<file path="src/rtl/sdram_capture_writer.sv">
// ---------------------------------------------------------------------------
// sdram_capture_writer
//
// Captures ADC samples after an arm/trigger sequence, buffers them in a small
// FIFO and writes them to sequential SDRAM word addresses through the
// controller's Req/Ack host port. Controller busy periods are absorbed by the
// FIFO. Completion, dropped samples and protocol violations are reported.
//
// Ports:
//   Clk, Reset      clock (rising edge), asynchronous active-high reset
//   SampleIn/Valid  ADC sample stream
//   Arm             one-cycle pulse starting a job (latches BaseAddr, NumSamples)
//   Trigger         level; opens sample acceptance while armed
//   MemReq/WnR/Addr/Data  write request to the SDRAM controller
//   MemAck, MemBusy controller acknowledge pulse and busy indication
//   CaptureBusy     job in progress (ARMED, CAPTURE or DRAIN)
//   Done            job complete (level)
//   Overflow        sticky: a sample was dropped on a full FIFO
//   ProtoErr        sticky: MemAck seen without an outstanding request
//   SamplesWritten  acknowledged writes in this job
//   FifoLevel       stored FIFO entries (the entry held in MemData excluded)
// ---------------------------------------------------------------------------
module sdram_capture_writer #(
    parameter int FIFO_AW = 4,
    parameter int DATA_W  = 16,
    parameter int ADDR_W  = 22
) (
    input  logic              Clk,
    input  logic              Reset,
    input  logic [DATA_W-1:0] SampleIn,
    input  logic              SampleValid,
    input  logic              Arm,
    input  logic              Trigger,
    input  logic [ADDR_W-1:0] BaseAddr,
    input  logic [ADDR_W-1:0] NumSamples,
    output logic              MemReq,
    output logic              MemWnR,
    output logic [ADDR_W-1:0] MemAddr,
    output logic [DATA_W-1:0] MemData,
    input  logic              MemAck,
    input  logic              MemBusy,
    output logic              CaptureBusy,
    output logic              Done,
    output logic              Overflow,
    output logic              ProtoErr,
    output logic [ADDR_W-1:0] SamplesWritten,
    output logic [FIFO_AW:0]  FifoLevel
);

    localparam int unsigned      DEPTH    = 1 << FIFO_AW;
    localparam logic [FIFO_AW:0] LVL_FULL = {1'b1, {FIFO_AW{1'b0}}};
    localparam logic [FIFO_AW:0] LVL_ONE  = {{FIFO_AW{1'b0}}, 1'b1};
    localparam logic [FIFO_AW-1:0] PTR_ONE = {{(FIFO_AW-1){1'b0}}, 1'b1};
    localparam logic [ADDR_W-1:0]  ADDR_ONE = {{(ADDR_W-1){1'b0}}, 1'b1};

    typedef enum logic [2:0] {
        S_IDLE,
        S_ARMED,
        S_CAPTURE,
        S_DRAIN,
        S_DONE
    } state_t;

    state_t              state_q, state_d;
    logic [ADDR_W-1:0]   base_q, base_d;
    logic [ADDR_W-1:0]   num_q, num_d;
    logic [ADDR_W-1:0]   accepted_q, accepted_d;
    logic [ADDR_W-1:0]   written_q, written_d;
    logic                ovf_q, ovf_d;
    logic                proto_q, proto_d;
    logic [1:0]          guard_q, guard_d;
    logic                cool_q, cool_d;
    logic                req_q, req_d;
    logic [ADDR_W-1:0]   addr_q, addr_d;
    logic [DATA_W-1:0]   data_q, data_d;
    logic [FIFO_AW-1:0]  wr_ptr_q, wr_ptr_d;
    logic [FIFO_AW-1:0]  rd_ptr_q, rd_ptr_d;
    logic [FIFO_AW:0]    level_q, level_d;
    logic [DATA_W-1:0]   mem_q [DEPTH];

    logic pop;
    logic push;
    logic ack;
    logic accept_win;
    logic last_push;

    always_comb begin
        state_d    = state_q;
        base_d     = base_q;
        num_d      = num_q;
        accepted_d = accepted_q;
        written_d  = written_q;
        ovf_d      = ovf_q;
        proto_d    = proto_q;
        guard_d    = guard_q;
        cool_d     = 1'b0;
        req_d      = req_q;
        addr_d     = addr_q;
        data_d     = data_q;
        wr_ptr_d   = wr_ptr_q;
        rd_ptr_d   = rd_ptr_q;
        level_d    = level_q;

        // Acks arriving in the first two cycles after reset belong to a
        // request that reset already abandoned; they must not flag an error.
        if (guard_q != 2'd2) begin
            guard_d = guard_q + 2'd1;
        end

        // cool_q enforces a second idle cycle after each ack so the request
        // rate never exceeds one write per three cycles.
        pop = (level_q != '0) && !req_q && !MemAck && !MemBusy && !cool_q;
        ack = MemAck && req_q;

        // Acceptance opens in the trigger cycle itself while ARMED.
        accept_win = ((state_q == S_ARMED && Trigger) || state_q == S_CAPTURE)
                     && (accepted_q != num_q);
        push       = accept_win && SampleValid && ((level_q != LVL_FULL) || pop);
        last_push  = push && ((accepted_q + ADDR_ONE) == num_q);

        if (accept_win && SampleValid && !push) begin
            ovf_d = 1'b1;
        end
        if (push) begin
            wr_ptr_d   = wr_ptr_q + PTR_ONE;
            accepted_d = accepted_q + ADDR_ONE;
        end

        if (pop) begin
            rd_ptr_d = rd_ptr_q + PTR_ONE;
            req_d    = 1'b1;
            addr_d   = base_q + written_q;
            data_d   = mem_q[rd_ptr_q];
        end
        if (ack) begin
            req_d     = 1'b0;
            written_d = written_q + ADDR_ONE;
            cool_d    = 1'b1;
        end
        if (MemAck && !req_q && guard_q == 2'd2) begin
            proto_d = 1'b1;
        end

        case ({push, pop})
            2'b10:   level_d = level_q + LVL_ONE;
            2'b01:   level_d = level_q - LVL_ONE;
            default: level_d = level_q;
        endcase

        case (state_q)
            S_IDLE, S_DONE: begin
                if (Arm) begin
                    base_d     = BaseAddr;
                    num_d      = NumSamples;
                    accepted_d = '0;
                    written_d  = '0;
                    ovf_d      = 1'b0;
                    proto_d    = 1'b0;
                    state_d    = (NumSamples == '0) ? S_DONE : S_ARMED;
                end
            end
            S_ARMED: begin
                if (Trigger) begin
                    state_d = last_push ? S_DRAIN : S_CAPTURE;
                end
            end
            S_CAPTURE: begin
                if (last_push) begin
                    state_d = S_DRAIN;
                end
            end
            S_DRAIN: begin
                if (level_q == '0 && !req_q && written_q == accepted_q) begin
                    state_d = S_DONE;
                end
            end
            default: state_d = S_IDLE;
        endcase
    end

    always_ff @(posedge Clk or posedge Reset) begin
        if (Reset) begin
            state_q    <= S_IDLE;
            base_q     <= '0;
            num_q      <= '0;
            accepted_q <= '0;
            written_q  <= '0;
            ovf_q      <= 1'b0;
            proto_q    <= 1'b0;
            guard_q    <= 2'd0;
            cool_q     <= 1'b0;
            req_q      <= 1'b0;
            addr_q     <= '0;
            data_q     <= '0;
            wr_ptr_q   <= '0;
            rd_ptr_q   <= '0;
            level_q    <= '0;
        end else begin
            state_q    <= state_d;
            base_q     <= base_d;
            num_q      <= num_d;
            accepted_q <= accepted_d;
            written_q  <= written_d;
            ovf_q      <= ovf_d;
            proto_q    <= proto_d;
            guard_q    <= guard_d;
            cool_q     <= cool_d;
            req_q      <= req_d;
            addr_q     <= addr_d;
            data_q     <= data_d;
            wr_ptr_q   <= wr_ptr_d;
            rd_ptr_q   <= rd_ptr_d;
            level_q    <= level_d;
        end
    end

    // Storage needs no reset: occupancy is tracked by the pointers and level.
    always_ff @(posedge Clk) begin
        if (push) begin
            mem_q[wr_ptr_q] <= SampleIn;
        end
    end

    assign MemReq         = req_q;
    assign MemWnR         = req_q;
    assign MemAddr        = addr_q;
    assign MemData        = data_q;
    assign CaptureBusy    = (state_q == S_ARMED) || (state_q == S_CAPTURE) ||
                            (state_q == S_DRAIN);
    assign Done           = (state_q == S_DONE);
    assign Overflow       = ovf_q;
    assign ProtoErr       = proto_q;
    assign SamplesWritten = written_q;
    assign FifoLevel      = level_q;

endmodule

</file>
<file path="config.mk">
export PLATFORM = sky130hd
export DESIGN_NAME = sdram_capture_writer
export DESIGN_NICKNAME = d
export VERILOG_FILES = /design/src/rtl/sdram_capture_writer.sv
export SDC_FILE = /design/constraint.sdc
export NUM_CORES = 1
export LEC_CHECK = 0
export BUFFER_PORTS_ARGS = -buffer_cell sky130_fd_sc_hd__buf_2
export CAP_MARGIN = 20
export CORE_MARGIN = 4
export CORE_UTILIZATION = 41
export DETAILED_ROUTE_END_ITERATION = 10
export PLACE_DENSITY = 0.67
export SETUP_SLACK_MARGIN = 0.02
export SLEW_MARGIN = 15
export SYNTH_ARGS = -nofsm -noshare
export SYNTH_HDL_FRONTEND = slang
export SYNTH_SLANG_ARGS = --single-unit
</file>
<file path="constraint.sdc">
create_clock -name Clk -period 4.72 [get_ports Clk]
set_input_delay 0.708 -clock Clk [delete_from_list [all_inputs] [get_ports Clk]]
set_output_delay 0.708 -clock Clk [all_outputs]
set_load 0.005 [all_outputs]
</file>
Word level (Yosys, flattened, before mapping)
Memories as Yosys holds them, arrays and structs flattened. A register that Yosys moved wholly into a read port is not among the register bits.
Cells that the tools add are included.

storage, ports and cells
  memory bits (writable) = 256
  input bits = 67
  register bits = 132
  memories = 1
  latch bits = 0
  logic and storage cells = 97
  output and inout bits = 71
  bits in read-only memories = 0

cells by class
  div/mod/pow operators = 0
  shifts and indexed selects = 0
  $lt $le $gt $ge = 0
  eq/ne operators = 16
  mux-type cells = 25
  $mul = 0
  reductions and logical operators = 33
  $add $sub $neg = 8
  bitwise logic cells = 0

memories
  name   words  width  read ports  clocked after Yosys merged registers in  wr ports  RTL line  RTL
  mem_q  16     16     1           1                                        1         79        logic [DATA_W-1:0] mem_q [DEPTH];

operator list
  kind                                                                   count
  22-bit 2-to-1 mux                                                      6
  22-bit by 1-bit adder with 22-bit output, second input constant        2
  22-bit equality test                                                   2
  22-bit adder                                                           1
  22-bit logical NOT                                                     1
  22-bit != test                                                         1
  1-bit logical AND                                                      15
  3-bit 2-to-1 mux                                                       5
  1-bit 2-to-1 mux                                                       12
  3-bit case mux with 4 select lines                                     1
  2-bit != test, second input constant                                   5
  5-bit case mux with 2 select lines                                     1
  4-bit by 1-bit adder with 4-bit output, second input constant          2
  3-bit by 2-bit equality test with 1-bit output, second input constant  2
  5-bit by 1-bit adder with 5-bit output, second input constant          1
  1-bit logical NOT                                                      5
  5-bit logical NOT                                                      1
  5-bit != test, second input constant                                   1
  5-bit nonzero test                                                     1
  5-bit by 1-bit subtractor with 5-bit output, second input constant     1
  2-bit equality test, second input constant                             2
  1-bit logical OR                                                       4
  4-bit AND reduction                                                    1
  2-bit nonzero test                                                     2
  other kinds (7)                                                        7

Logic depth before layout (Yosys ltp)
  depth after elaboration = 12
  gate-level depth with buffers = 12
  gate-level depth less buffers = 11

Worst setup path before layout
No wires, ideal clock.

  kind = input port to flip-flop
  from = input MemAck
  to = memory mem_q[3][0] (enable)
  setup time = 409 ps
  stages on the path = 6
  arrival time = 3093 ps
  path slack = 1218 ps
  buffers on the path = 1
  cell sequence = or4_1 > nand3_1 > and2_0 > buf_2 > nand2_1 > nor3_1

on the way
  cells in the longest elaborated chain, start to end = 8

RTL lines
  item                                    RTL line  RTL
  start, declared                         40        input logic MemAck,
  1-bit logical NOT                       112       pop = (level_q != '0) && !req_q && !MemAck && !MemBusy && !cool_q;
  1-bit logical AND (3 in series)         112
  1-bit logical OR                        118       push = accept_win && SampleValid && ((level_q != LVL_FULL) || pop);
  1-bit logical AND                       118
  1-bit 2-to-1 mux                        219       if (push) begin
  1-bit 2-to-1 mux (implied by the code)  220       mem_q[wr_ptr_q] <= SampleIn;
  end, declared                           79

Every way passes these cells.

Worst setup path after layout
  from = register accepted_q[12]
  to = register level_q[4], in the netlist FifoLevel[4]

on the way
  cells in the longest elaborated chain, start to end = 6
  elaborated cells between the ends (all ways) = 8
  those cells by class = eq/ne: 3; mux: 1; reduce/logical: 4

RTL lines
  item                                                                                   RTL line  RTL
  start, declared                                                                        67        logic [ADDR_W-1:0] accepted_q, accepted_d;
  start signal, assigned                                                                 202       accepted_q <= accepted_d;
  22-bit != test *                                                                       117       && (accepted_q != num_q);
  1-bit logical AND *                                                                    117
  1-bit logical AND * (2 in series)                                                      118
  2-bit by 1-bit equality test with 1-bit output or 2-bit equality test (tied branches)  144       case ({push, pop})
  5-bit case mux with 2 select lines or 2-bit nonzero test (tied branches)               -
  end signal, assigned                                                                   213       level_q <= level_d;
  end, declared                                                                          78        logic [FIFO_AW:0] level_q, level_d;

Mark *: on every way between the ends. The rest lies on a longest branch, timed or not.
A chain may end at the register's enable or synchronous reset.

==> flow_summary.ini <==
[setup_path]
critPathMaxStageDelay_ps = 470
worstPathCellList = xnor2_1, nand4_1, nor4_1, a41oi_1, nor2_1, ha_1, a21o_1, a21oi_1, nor3_1, a21oi_1, xnor2_1
worst-setup-path-type = reg -> reg
setup.worst_path.start_class = register
path_max_fanout = 6
worstPathRequired_ps = 5210
critPathCaptureType = register
cp_slowest_cell = xnor2_1
cp_num_buf_inv = 0
cp_top_family = compound AO/OA/AOI/OAI gates
worstPathArrival_ps = 3650

[routing]
drt.antenna.violating_nets = 0
first_pass_iters = 5
drc = 0
first_iter_violations = 1159
vias = 11160
avgRoutedWirePerCell_um = 20.87
avgViaCountPerCell = 5.399
wl_um = 43140

[cells_and_area]
stdcell_count = 2067
layout-drive-gt1-share = 0.2221
final_common_cell = edfxtp_1
layout_common_cells = 256 x edfxtp_1, 247 x nand2_1, 146 x dfrtp_1, 137 x buf_2, 81 x nor2_1
areaGrowthSynthToFinish_pct = 15.49
fin_nets = 1548

[timing]
final.setup.tns_ps = 0
fmaxAchievable_mhz = 317.2
setup_violations = 0
finalCritPeriodShare = 0.6680
fin_crit_ps = 3153
fin_worst_skew_ps = 20.25
worstMarginPinSlew_ps = 1090
hold_violations = 0
maxSlewHeadroom = 0.2733
rsz0062_at_grt = false
fin_hold_ws_ps = 299.5
finalMaxSlewViolations = 0

[grt]
grt_overflow = 0
grt_pass1_wl_um = 66980
antenna_found_initial = 3
grt_pass1_vias = 11250
grtUsageTotal = 0.1838
grt_max_degree = 86

[synth]
syn_avg_cell_area_um2 = 13.72
synth_top_family_by_area = simple AND/OR/NAND/NOR gates
synth_edf_count = 256
synth_mux_area_frac = 0.1059
ys.warnings.count = 0
yosysUniqueCellTypes = 62
async_reset_ff_frac = 0.3663
synth_top_cell_area_share = 0.4286
ys_ff_latch = 404
synth_xor_area_frac = 0.05860
synthSimpleGateAreaFrac = 0.1144
synthAdderAreaFrac = 0.02456
syn_nets = 1408
synthTopCellsByArea = edfxtp_1 43%, dfrtp_1 21%, mux4_2 10%
postSynthCellCount = 1307
yosysSeqAreaShare = 0.6351
yosys.area.top_type = edfxtp_1
ys.flop_type = edfxtp_1
synth_area_mm2 = 0.01794
synth_compound_area_frac = 0.04186

[power]
powerDensity_mw_per_mm2 = 555.1
p_seq_frac = 0.430
sw_frac_of_total = 0.3139
p_total_w = 0.01150
ir_drop_uv = 293.0
pwr-share-comb = 0.279
p_leak_nw = 8.170
power_switching_w = 0.003610
p_clk_frac = 0.291
intPower_w = 0.007889

[clock_network]
cts_setup_buffers = 0
cts_tree = built
clk_latency_ps = 570
ctsResizeCount = 0
cts_hold_buf = 0
cts_sinks = 404
ctsLongestPathBuffers = 3
cts_root_buf = clkbuf_16
path_clk_slew_ps = 60
htreeDepth = 2
numCtsBuffers = 43

[floorplan]
ios = 138
die_area_mm2 = 0.04716
start_util = 0.4155
die_h_um = 217.2
rows = 76
die_w_um = 217.2
core_area_mm2 = 0.04317

[status]
status = completed

[placed_design]
io_buffers = 137
dp.cells = 1987
gp_congestion = 0.8870
dpl.hpwl_um = 27970

[run]
max-cap-violations = 0

[min_path]
hold_class = in -> async
==> layer usage <==
metal | up-vias | global-route usage | part of all wire
li1 | 5071 | - | -
met1 | 5715 | 0.2573 | 0.43
met2 | 313 | 0.3020 | 0.49
met3 | 59 | 0.03016 | 0.056
met4 | 2 | 0.04918 | 0.020
met5 | - | 0 | 0.00016
==> synth_stat cells (4+ instances only) <==
| library cell | number |
|---|---|
| mux2_2 | 6 |
| xor2_1 | 46 |
| and2_1 | 4 |
| and3_1 | 11 |
| edfxtp_1 | 256 |
| nor3_1 | 23 |
| nand4_1 | 16 |
| o31ai_1 | 6 |
| mux4_2 | 80 |
| clkbuf_1 | 47 |
| and4_1 | 5 |
| nor2_1 | 81 |
| a41oi_1 | 4 |
| a21oi_1 | 25 |
| dfrtp_1 | 148 |
| ha_1 | 32 |
| nand2b_1 | 12 |
| or3_1 | 7 |
| a21o_1 | 8 |
| buf_2 | 10 |
| o21ai_0 | 38 |
| nor4_1 | 16 |
| xnor2_1 | 74 |
| nand3b_1 | 5 |
| nand2_1 | 247 |
| buf_1 | 8 |
| o21a_1 | 8 |
| nand3_1 | 17 |
| inv_1 | 13 |
==> cells by family (layout without fill, tap and decap cells) <==
logic type | after synthesis | count (layout)
buffers and inverters | 83 | 257
XOR/XNOR | 120 | 120
adder cells (fa/ha/maj) | 34 | 34
AND/OR/NAND/NOR | 459 | 459
AO/OA/AOI/OAI | 118 | 118
multiplexers | 89 | 89
flip-flops | 404 | 404
other | 0 | 1
==> power by group through the flow <==
stage          combinational [W]  sequential, W  clock, W
2_1_floorplan            0.00245        0.00473         0
3_3_place_gp             0.00322        0.00500         0
3_5_place_dp             0.00325        0.00502         0
4_1_cts                  0.00327        0.00496   0.00341
5_1_grt                  0.00355        0.00503   0.00356
6_report                 0.00321        0.00495   0.00334
==> cell type report <==
type | instances | area, µm²
diodes | 1 | 2.502
clock buffers | 54 | 1190
clock inverters | 25 | 211.5
fillers | 3742 | 22460
inverters | 13 | 53.80
multi-input cells | 820 | 6220
flip-flops and latches | 404 | 11400
well taps | 585 | 732.0
repair buffers | 165 | 908.4
==> flip-flops by register name, indices dropped and copies added (netlist names), 4 cells and up <==
register	count
rd_ptr_q	4
mem_q	256
base_q	22
MemData	16
MemAddr	22
SamplesWritten	22
accepted_q	22
num_q	22
wr_ptr_q	4
FifoLevel	5
==> through the flow <==
stage | area [µm²] | utilization | worst slack, ps
2_1_floorplan | 17940 | - | 32.31
3_3_place_gp | 19310 | 0.4473 | 1615
3_5_place_dp | 19310 | 0.4473 | 1579
4_1_cts | 20710 | 0.4797 | 1591
5_1_grt | 20710 | 0.4797 | 1269
6_report | 20710 | 0.4798 | 1567
==> final timing paths <==
path,start,depth (start not counted),slack [ps],end
max,accepted_q[12],11,1570,FifoLevel[4]
min,Reset,2,300,MemData[5]
min in group Clk,BaseAddr[20],3,340,base_q[20]
max in group asynchronous,Reset,3,3400,accepted_q[13]
max reg2reg,accepted_q[12],11,1570,FifoLevel[4]
min reg2reg,MemData[10],2,470,MemData[10]
(Power assumes the default switching activity.)
